--- config.mk ---
export PLATFORM = sky130hd
export DESIGN_NAME = ripple_count_monitor
export DESIGN_NICKNAME = d
export VERILOG_FILES = /design/src/rtl/ripple_count_monitor.sv
export SDC_FILE = /design/constraint.sdc
export NUM_CORES = 1
export LEC_CHECK = 0
export CAP_MARGIN = 20
export CORE_ASPECT_RATIO = 0.9
export CORE_UTILIZATION = 45
export CTS_CLUSTER_DIAMETER = 50
export CTS_CLUSTER_SIZE = 14
export DETAILED_ROUTE_END_ITERATION = 12
export PLACE_DENSITY_LB_ADDON = 0.12
export SYNTH_ARGS = -nofsm -noshare
export SYNTH_HDL_FRONTEND = slang
export SYNTH_SLANG_ARGS = --single-unit
export TNS_END_PERCENT = 1
--- constraint.sdc ---
create_clock -name clk -period 5.1 [get_ports clk]
set_clock_uncertainty 0.05 [all_clocks]
set_input_delay 0.51 -clock clk [delete_from_list [all_inputs] [get_ports clk]]
set_output_delay 0.51 -clock clk [all_outputs]
set_load 0.03 [all_outputs]
--- src/rtl/ripple_count_monitor.sv ---
// ripple_count_monitor
// Synchronises and de-glitches the q bus of a TFF ripple counter, then checks
// that each accepted value is exactly one step (up or down) from the last.
// Legal steps produce step/wrap pulses. Wraps are counted in a saturating
// counter that drives a threshold interrupt. Any other jump raises err_skip.
//
// state | meaning
// IDLE  | monitor off; cnt_q, wrap_count and irq held, err_skip cleared
// ARM   | waiting for the first stable value, which seeds cnt_q
// TRACK | checking each new stable value against cnt_q +/- 1
// FAULT | illegal jump seen; cnt_q follows stable values, no pulses
`timescale 1ns/1ps
module ripple_count_monitor #(
    parameter int CNT_W       = 3,
    parameter int WRAP_W      = 8,
    parameter int SYNC_STAGES = 2,
    parameter int DOWN        = 0
) (
    input  logic              clk,
    input  logic              reset,
    input  logic              en,
    input  logic              clr,
    input  logic [CNT_W-1:0]  cnt_in,
    input  logic [WRAP_W-1:0] thresh,
    input  logic              irq_ack,
    output logic [CNT_W-1:0]  cnt_q,
    output logic              step_pulse,
    output logic              wrap_pulse,
    output logic [WRAP_W-1:0] wrap_count,
    output logic              irq,
    output logic              err_skip,
    output logic              busy
);

    typedef enum logic [1:0] {
        IDLE  = 2'd0,
        ARM   = 2'd1,
        TRACK = 2'd2,
        FAULT = 2'd3
    } state_t;

    localparam logic [CNT_W-1:0]  CNT_ONE  = CNT_W'(1);
    localparam logic [CNT_W-1:0]  CNT_MAX  = '1;
    localparam logic [WRAP_W-1:0] WRAP_ONE = WRAP_W'(1);
    localparam logic [WRAP_W-1:0] WRAP_MAX = '1;

    // the wrap happens when stepping off the end of the range in the legal direction
    localparam logic [CNT_W-1:0]  WRAP_FROM = (DOWN != 0) ? '0 : CNT_MAX;

    state_t           state;
    logic [CNT_W-1:0] sync_q [SYNC_STAGES];
    logic [CNT_W-1:0] prev_q;
    logic [CNT_W-1:0] s_val;
    logic [CNT_W-1:0] step_val;
    logic             accept;
    logic             legal_step;
    logic             wrap_event;
    logic             wrap_inc;
    logic             irq_set;

    assign s_val      = sync_q[SYNC_STAGES-1];
    // two identical consecutive synchronised samples mean the ripple has settled
    assign accept     = (s_val == prev_q);
    assign step_val   = (DOWN != 0) ? (cnt_q - CNT_ONE) : (cnt_q + CNT_ONE);
    assign legal_step = en && (state == TRACK) && accept && (s_val != cnt_q) && (s_val == step_val);
    assign wrap_event = legal_step && (cnt_q == WRAP_FROM);
    assign wrap_inc   = wrap_event && (wrap_count != WRAP_MAX);
    assign irq_set    = wrap_inc && (thresh != '0) && ((wrap_count + WRAP_ONE) == thresh);
    assign busy       = (state != IDLE);

    // synchroniser chain plus one-cycle-delayed copy for the stability compare
    always_ff @(posedge clk or negedge reset) begin
        if (!reset) begin
            for (int i = 0; i < SYNC_STAGES; i++) begin
                sync_q[i] <= '0;
            end
            prev_q <= '0;
        end else begin
            sync_q[0] <= cnt_in;
            for (int i = 1; i < SYNC_STAGES; i++) begin
                sync_q[i] <= sync_q[i-1];
            end
            prev_q <= s_val;
        end
    end

    // sequencing FSM with registered count, pulses and skip flag
    always_ff @(posedge clk or negedge reset) begin
        if (!reset) begin
            state      <= IDLE;
            cnt_q      <= '0;
            step_pulse <= 1'b0;
            wrap_pulse <= 1'b0;
            err_skip   <= 1'b0;
        end else begin
            step_pulse <= 1'b0;
            wrap_pulse <= 1'b0;
            if (!en) begin
                state    <= IDLE;
                err_skip <= 1'b0;
            end else begin
                case (state)
                    IDLE: state <= ARM;
                    ARM: begin
                        if (accept) begin
                            cnt_q <= s_val;
                            state <= TRACK;
                        end
                    end
                    TRACK: begin
                        if (accept && (s_val != cnt_q)) begin
                            cnt_q <= s_val;
                            if (s_val == step_val) begin
                                step_pulse <= 1'b1;
                                wrap_pulse <= (cnt_q == WRAP_FROM);
                            end else begin
                                err_skip <= 1'b1;
                                state    <= FAULT;
                            end
                        end
                    end
                    FAULT: begin
                        if (accept) begin
                            cnt_q <= s_val;
                        end
                    end
                    default: state <= IDLE;
                endcase
            end
        end
    end

    // saturating wrap counter and threshold interrupt; clr beats increment, set beats ack
    always_ff @(posedge clk or negedge reset) begin
        if (!reset) begin
            wrap_count <= '0;
            irq        <= 1'b0;
        end else if (clr) begin
            wrap_count <= '0;
            irq        <= 1'b0;
        end else begin
            if (wrap_inc) begin
                wrap_count <= wrap_count + WRAP_ONE;
            end
            if (irq_set) begin
                irq <= 1'b1;
            end else if (irq_ack) begin
                irq <= 1'b0;
            end
        end
    end

endmodule

# Word level (Yosys, flattened, before mapping)
# Cells that the tools add are included.
[op_classes] n_reduce_logical=19 mul=0 eq_ne=18 bitwise=0 muxes=25 n_div=0 magnitude_cmp=0 shift=0 add_sub_neg=2
[op_table] cell="$mux W8" count=2
[op_table] cell="$mux W1" count=15
[op_table] cell="$logic_and A1 B1 Y1" count=9
[op_table] cell="$add A8 B1 Y8 const B" count=1
[op_table] cell="$eq A8 B8 Y1" count=1
[op_table] cell="$mux W2" count=4
[op_table] cell="$ne A2 B1 Y1 const B" count=4
[op_table] cell="$ne A8 B8 Y1 const B" count=1
[op_table] cell="$reduce_and A4 Y1" count=2
[op_table] cell="$reduce_bool A8 Y1" count=1
[op_table] cell="$eq A3 B3 Y1" count=2
[op_table] cell="$mux W3" count=2
[op_table] cell="$ne A3 B3 Y1 const B" count=2
[op_table] cell="$pmux W2 S3" count=1
[op_table] cell="$pmux W3 S2" count=1
[op_table] cell="$reduce_bool A2 Y1" count=3
[op_table] cell="$eq A2 B2 Y1 const B" count=2
[op_table] cell="$ne A4 B1 Y1 const B" count=1
[op_table] cell="$add A3 B1 Y3 const B" count=1
[op_table] cell="$eq A3 B3 Y1 const B" count=1
[op_table] cell="$ne A3 B2 Y1 const B" count=1
[op_table] cell="$ne A3 B3 Y1" count=1
[op_table] cell="$reduce_and A3 Y1" count=1
[op_table] cell="$reduce_bool A3 Y1" count=1
[op_table] cell="4 further kinds" count=4
[word_totals] mem_count=0 mem_bits_rw=0 latch_bits=0 elab_cells=74 reg_bits=26 mem_bits_ro=0 out_inout_bits=16

# Logic depth before layout (Yosys ltp)
[logic_depth] word_depth=11 depth_mapped=10 ltp_nobuf=8

# Worst setup path after synthesis
# OpenSTA, ideal clock, no wires.
[synth_path] path_type="flip-flop to flip-flop" startpoint="register cnt_q[0]" endpoint="register wrap_count[5]" n_path_buf=2 period_less_slack_ns=2.509 stages_incl_launch_ff=10 t_arrival_ns=2.323 t_required_ns=4.914 setup_slack_ns=2.591 path_cell_list="dfrtp_1 ha_1 ha_1 xnor2_1 nand3_1 or3_1 buf_2 buf_2 o41ai_1 a21oi_1"
[synth_between] elab_chain_cells=6
[synth_rtl] item="start, declared" line="26" source="output logic [CNT_W-1:0] cnt_q,"
[synth_rtl] item="start signal, assigned" line="106" source="cnt_q <= s_val;"
[synth_rtl] item="start signal, assigned" line="112" source="cnt_q <= s_val;"
[synth_rtl] item="start signal, assigned" line="124" source="cnt_q <= s_val;"
[synth_rtl] item="$add A3 B1 Y3 or $ne A3 B3 Y1 (tied branches)" line="64, 65"
[synth_rtl] item="$eq A3 B3 Y1 or $logic_and A1 B1 Y1 (tied branches)" line="65" source="assign legal_step = en && (state == TRACK) && accept && (s_val != cnt_q) && (s_val == step_val);"
[synth_rtl] item="$logic_and A1 B1 Y1" line="65"
[synth_rtl] item="$logic_and A1 B1 Y1 *" line="66" source="assign wrap_event = legal_step && (cnt_q == WRAP_FROM);"
[synth_rtl] item="$logic_and A1 B1 Y1 *" line="67" source="assign wrap_inc = wrap_event && (wrap_count != WRAP_MAX);"
[synth_rtl] item="$reduce_bool A2 Y1 (no source line) *"
[synth_rtl] item="end signal, assigned" line="143" source="wrap_count <= wrap_count + WRAP_ONE;"
[synth_rtl] item="end, declared" line="29" source="output logic [WRAP_W-1:0] wrap_count,"
# Mark *: on every way between the ends. The rest lies on a longest branch, timed or not.
# A chain may end at the register's enable or synchronous reset.

# Worst setup path in the final report
[layout_path] startpoint="register cnt_q[0]" endpoint="register wrap_count[3]"
# Same word-level chain as after synthesis.

==> impl_metrics.toml <==
[status]
status = "completed"

[worst_hold_path]
hp-class = "flop to flop"
hold_depth = 0
min_to = "s_val[0]$_DFF_PN0_"
hp-start = "sync_q[3]$_DFF_PN0_"

[place]
dpl.hpwl_um = 2190
gp_congestion = 0.892
io_buffers = 31

[die]
core-area_um2 = 2860
die_area_um2 = 3380
die_x_um = 61.2
io_pins = 32
initial_core_util_pct = 49.6
fp-row-count = 18
die_y_um = 55.2

[critical_path]
path_class = "flop to flop"
cp.arrival_ns = 2.90
crit_buf_inv = 0
end_kind = "flop"
cp_num_cells = 7
crit_fanout = 16
worstPathCellList = "ha_1 > ha_1 > xnor2_1 > nand3_1 > or3_1 > or4_1 > a21oi_1"
cp_slowest_stage_delay_ns = 0.58
timing.rr.end = "wrap_count[3]$_DFFE_PN0P_"
crit_slowest_cell = "or4_1"
cp-start-kind = "flop"
required_ns = 5.31
ff2ff_path_depth = 7
crit_family = "simple AND/OR/NAND/NOR gates"
crit_top_cell = "ha_1"
r2r_start = "cnt_q[0]$_DFFE_PN0P_"
rrSetupSlack_ns = 2.40

[pwr]
ir_drop_mv = 0.189
p_total_uw = 671
p_leak_uw = 0.000733
powerDensity_nw_per_um2 = 365

[yosys]
syn_area_um2 = 1420
synth_warnings = 0
syn_nets = 160
syn_inst = 137
ys_ff_latch = 26
ys_types = 40
synthFlopType = "dfrtp_1"
async_reset_ff_share_pct = 100
synth_seq_area_share_pct = 45.9
synth_edf_count = 0
syn_avg_cell_area_um2 = 10.3

[global_routing]
antenna_found_initial = 0
grt_overflow = 0
grt_max_degree = 27
grt_pass1_vias = 1102
grt_use_total_pct = 19.4
grt_pass1_wl_um = 4980

[sta]
setup-violations-final = 0
rsz0062_at_grt = "false"
slew_headroom_pct = 52.2
slew_violations = 0
fin_hold_ws_ns = 0.315
finalHoldViolations = 0
fmax_mhz = 371
fin_setup_tns_ns = 0
tightest_slew_ns = 0.714
layout_min_cycle_time_ns = 2.70
fin_crit_sh_pct = 52.9

[detailed_routing]
vias = 1191
dr.pass1.iters = 4
wl_per_cell_um = 14.0
ant_nets = 0
drt_iter0_drc = 49
drc = 0
viasPerCell = 5.70
wl_um = 2930

[clocking]
cts-buffers-inserted = 3
cts_max_level = 1
clock-sinks = 26
post_cts_resized = 0
cts_tree = "built"
clockBufferDepth = 2
postCtsSetupBuffers = 0
holdBufCountCts = 0
clkTransAtPathRegs_ns = 0.14
clk_latency_ns = 0.32
clockRootBuffer = "clkbuf_4"

[cells_and_area]
final_nets = 193
drive_above_1_share_pct = 4.14
syn2layout_area_growth_pct = 29.8
antennaDiodeCount = 0

[run]
cap_violations = 0
layout by cell type (no fill, tap or decap), drive strengths merged, types with 2 or more instances in the layout:
cell type	n
a211oi	2
a21oi	8
a31oi	2
and4	2
clkbuf	3
clkdlybuf4s50	31
dfrtp	26
ha	7
inv	5
mux2	3
nand2	8
nand3	6
nor2	6
nor3	4
nor4	6
o21ai	2
o31ai	4
or3	4
or4	3
xnor2	11
xor2	8
cell type report:
cell class,count,area [um^2]
fill,242,1020
multi-input combinational,102,731
sequential,26,651
timing repair buffer,32,338
tap,40,50.0
clock inverter,1,30.0
clock buffer,3,22.5
inverter,5,18.8
stage by stage:
| stage | setup WS, ns | instance area, um^2 | utilization [%] | instances |
|---|---|---|---|---|
| floorplan | 2.59 | 1420 | - | 137 |
| global placement | 2.49 | 1760 | 61.5 | 204 |
| detailed placement | 2.39 | 1760 | 61.5 | 204 |
| CTS | 2.41 | 1810 | 63.4 | 208 |
| global route | 2.27 | 1840 | 64.3 | 209 |
| finish | 2.40 | 1840 | 64.3 | 209 |
synth_stat cells, drive strengths merged (2+ instances only):
cell type,count,area [um^2]
dfrtp,26,651
xnor2,11,96.3
a21oi,8,40.0
nand2,8,30.0
xor2,8,70.1
ha,7,87.6
nand3,6,35.0
nor2,6,22.5
nor4,6,37.5
inv,5,18.8
nor3,4,20.0
o31ai,4,30.0
or3,4,25.0
buf,3,13.8
mux2,3,33.8
or4,3,22.5
a211oi,2,15.0
a31oi,2,12.5
and4,2,17.5
o21ai,2,10.0
flip-flops by register name, indices dropped and copies added (netlist names):
signal	cells
irq	1
wrap_pulse	1
s_val	3
cnt_q	3
prev_q	3
err_skip	1
wrap_count	8
sync_q	3
step_pulse	1
state	2
worst reg2reg max path: stages (launching register included):
cell and delay, ns:
dfrtp_1 0.45, ha_1 0.22, ha_1 0.28, xnor2_1 0.16, nand3_1 0.14, or3_1 0.57, or4_1 0.59, a21oi_1 0.16
worst max path at each step:
stage | startpoint | end | slack, ns
floorplan | cnt_q[0]$_DFFE_PN0P_ | wrap_count[5]$_DFFE_PN0P_ | 2.59
global placement | en | wrap_count[5]$_DFFE_PN0P_ | 2.49
detailed placement | en | wrap_count[3]$_DFFE_PN0P_ | 2.39
CTS | cnt_q[0]$_DFFE_PN0P_ | wrap_count[3]$_DFFE_PN0P_ | 2.41
global route | cnt_q[0]$_DFFE_PN0P_ | wrap_count[3]$_DFFE_PN0P_ | 2.27
finish | cnt_q[0]$_DFFE_PN0P_ | wrap_count[3]$_DFFE_PN0P_ | 2.40
power breakdown:
part / switching [uW] / internal [uW] / total [uW]
logic: 146 / 128 / 274
registers: 28.0 / 230 / 258
clock network: 59.9 / 79.5 / 139
kinds of logic after synthesis:
group	after synthesis	synth area share [%]
adders and majority gates	7	6.18
and+or+nand+nor	46	18.3
xor gates and xnor gates	19	11.7
muxes	3	2.38
buffers and inverters	9	2.56
AOI/OAI and AO/OA	27	13.0
DFF	26	45.9
per-layer routing:
layer / GRT usage, % / wire [um] / vias up
li1: - / - / 574
met1: 27.5 / 1390 / 581
met2: 29.7 / 1400 / 32
met3: 4.45 / 116 / 4
met4: 5.19 / 27 / 0
met5: 0 / 0 / -
Power figures use the tool's default switching activity.
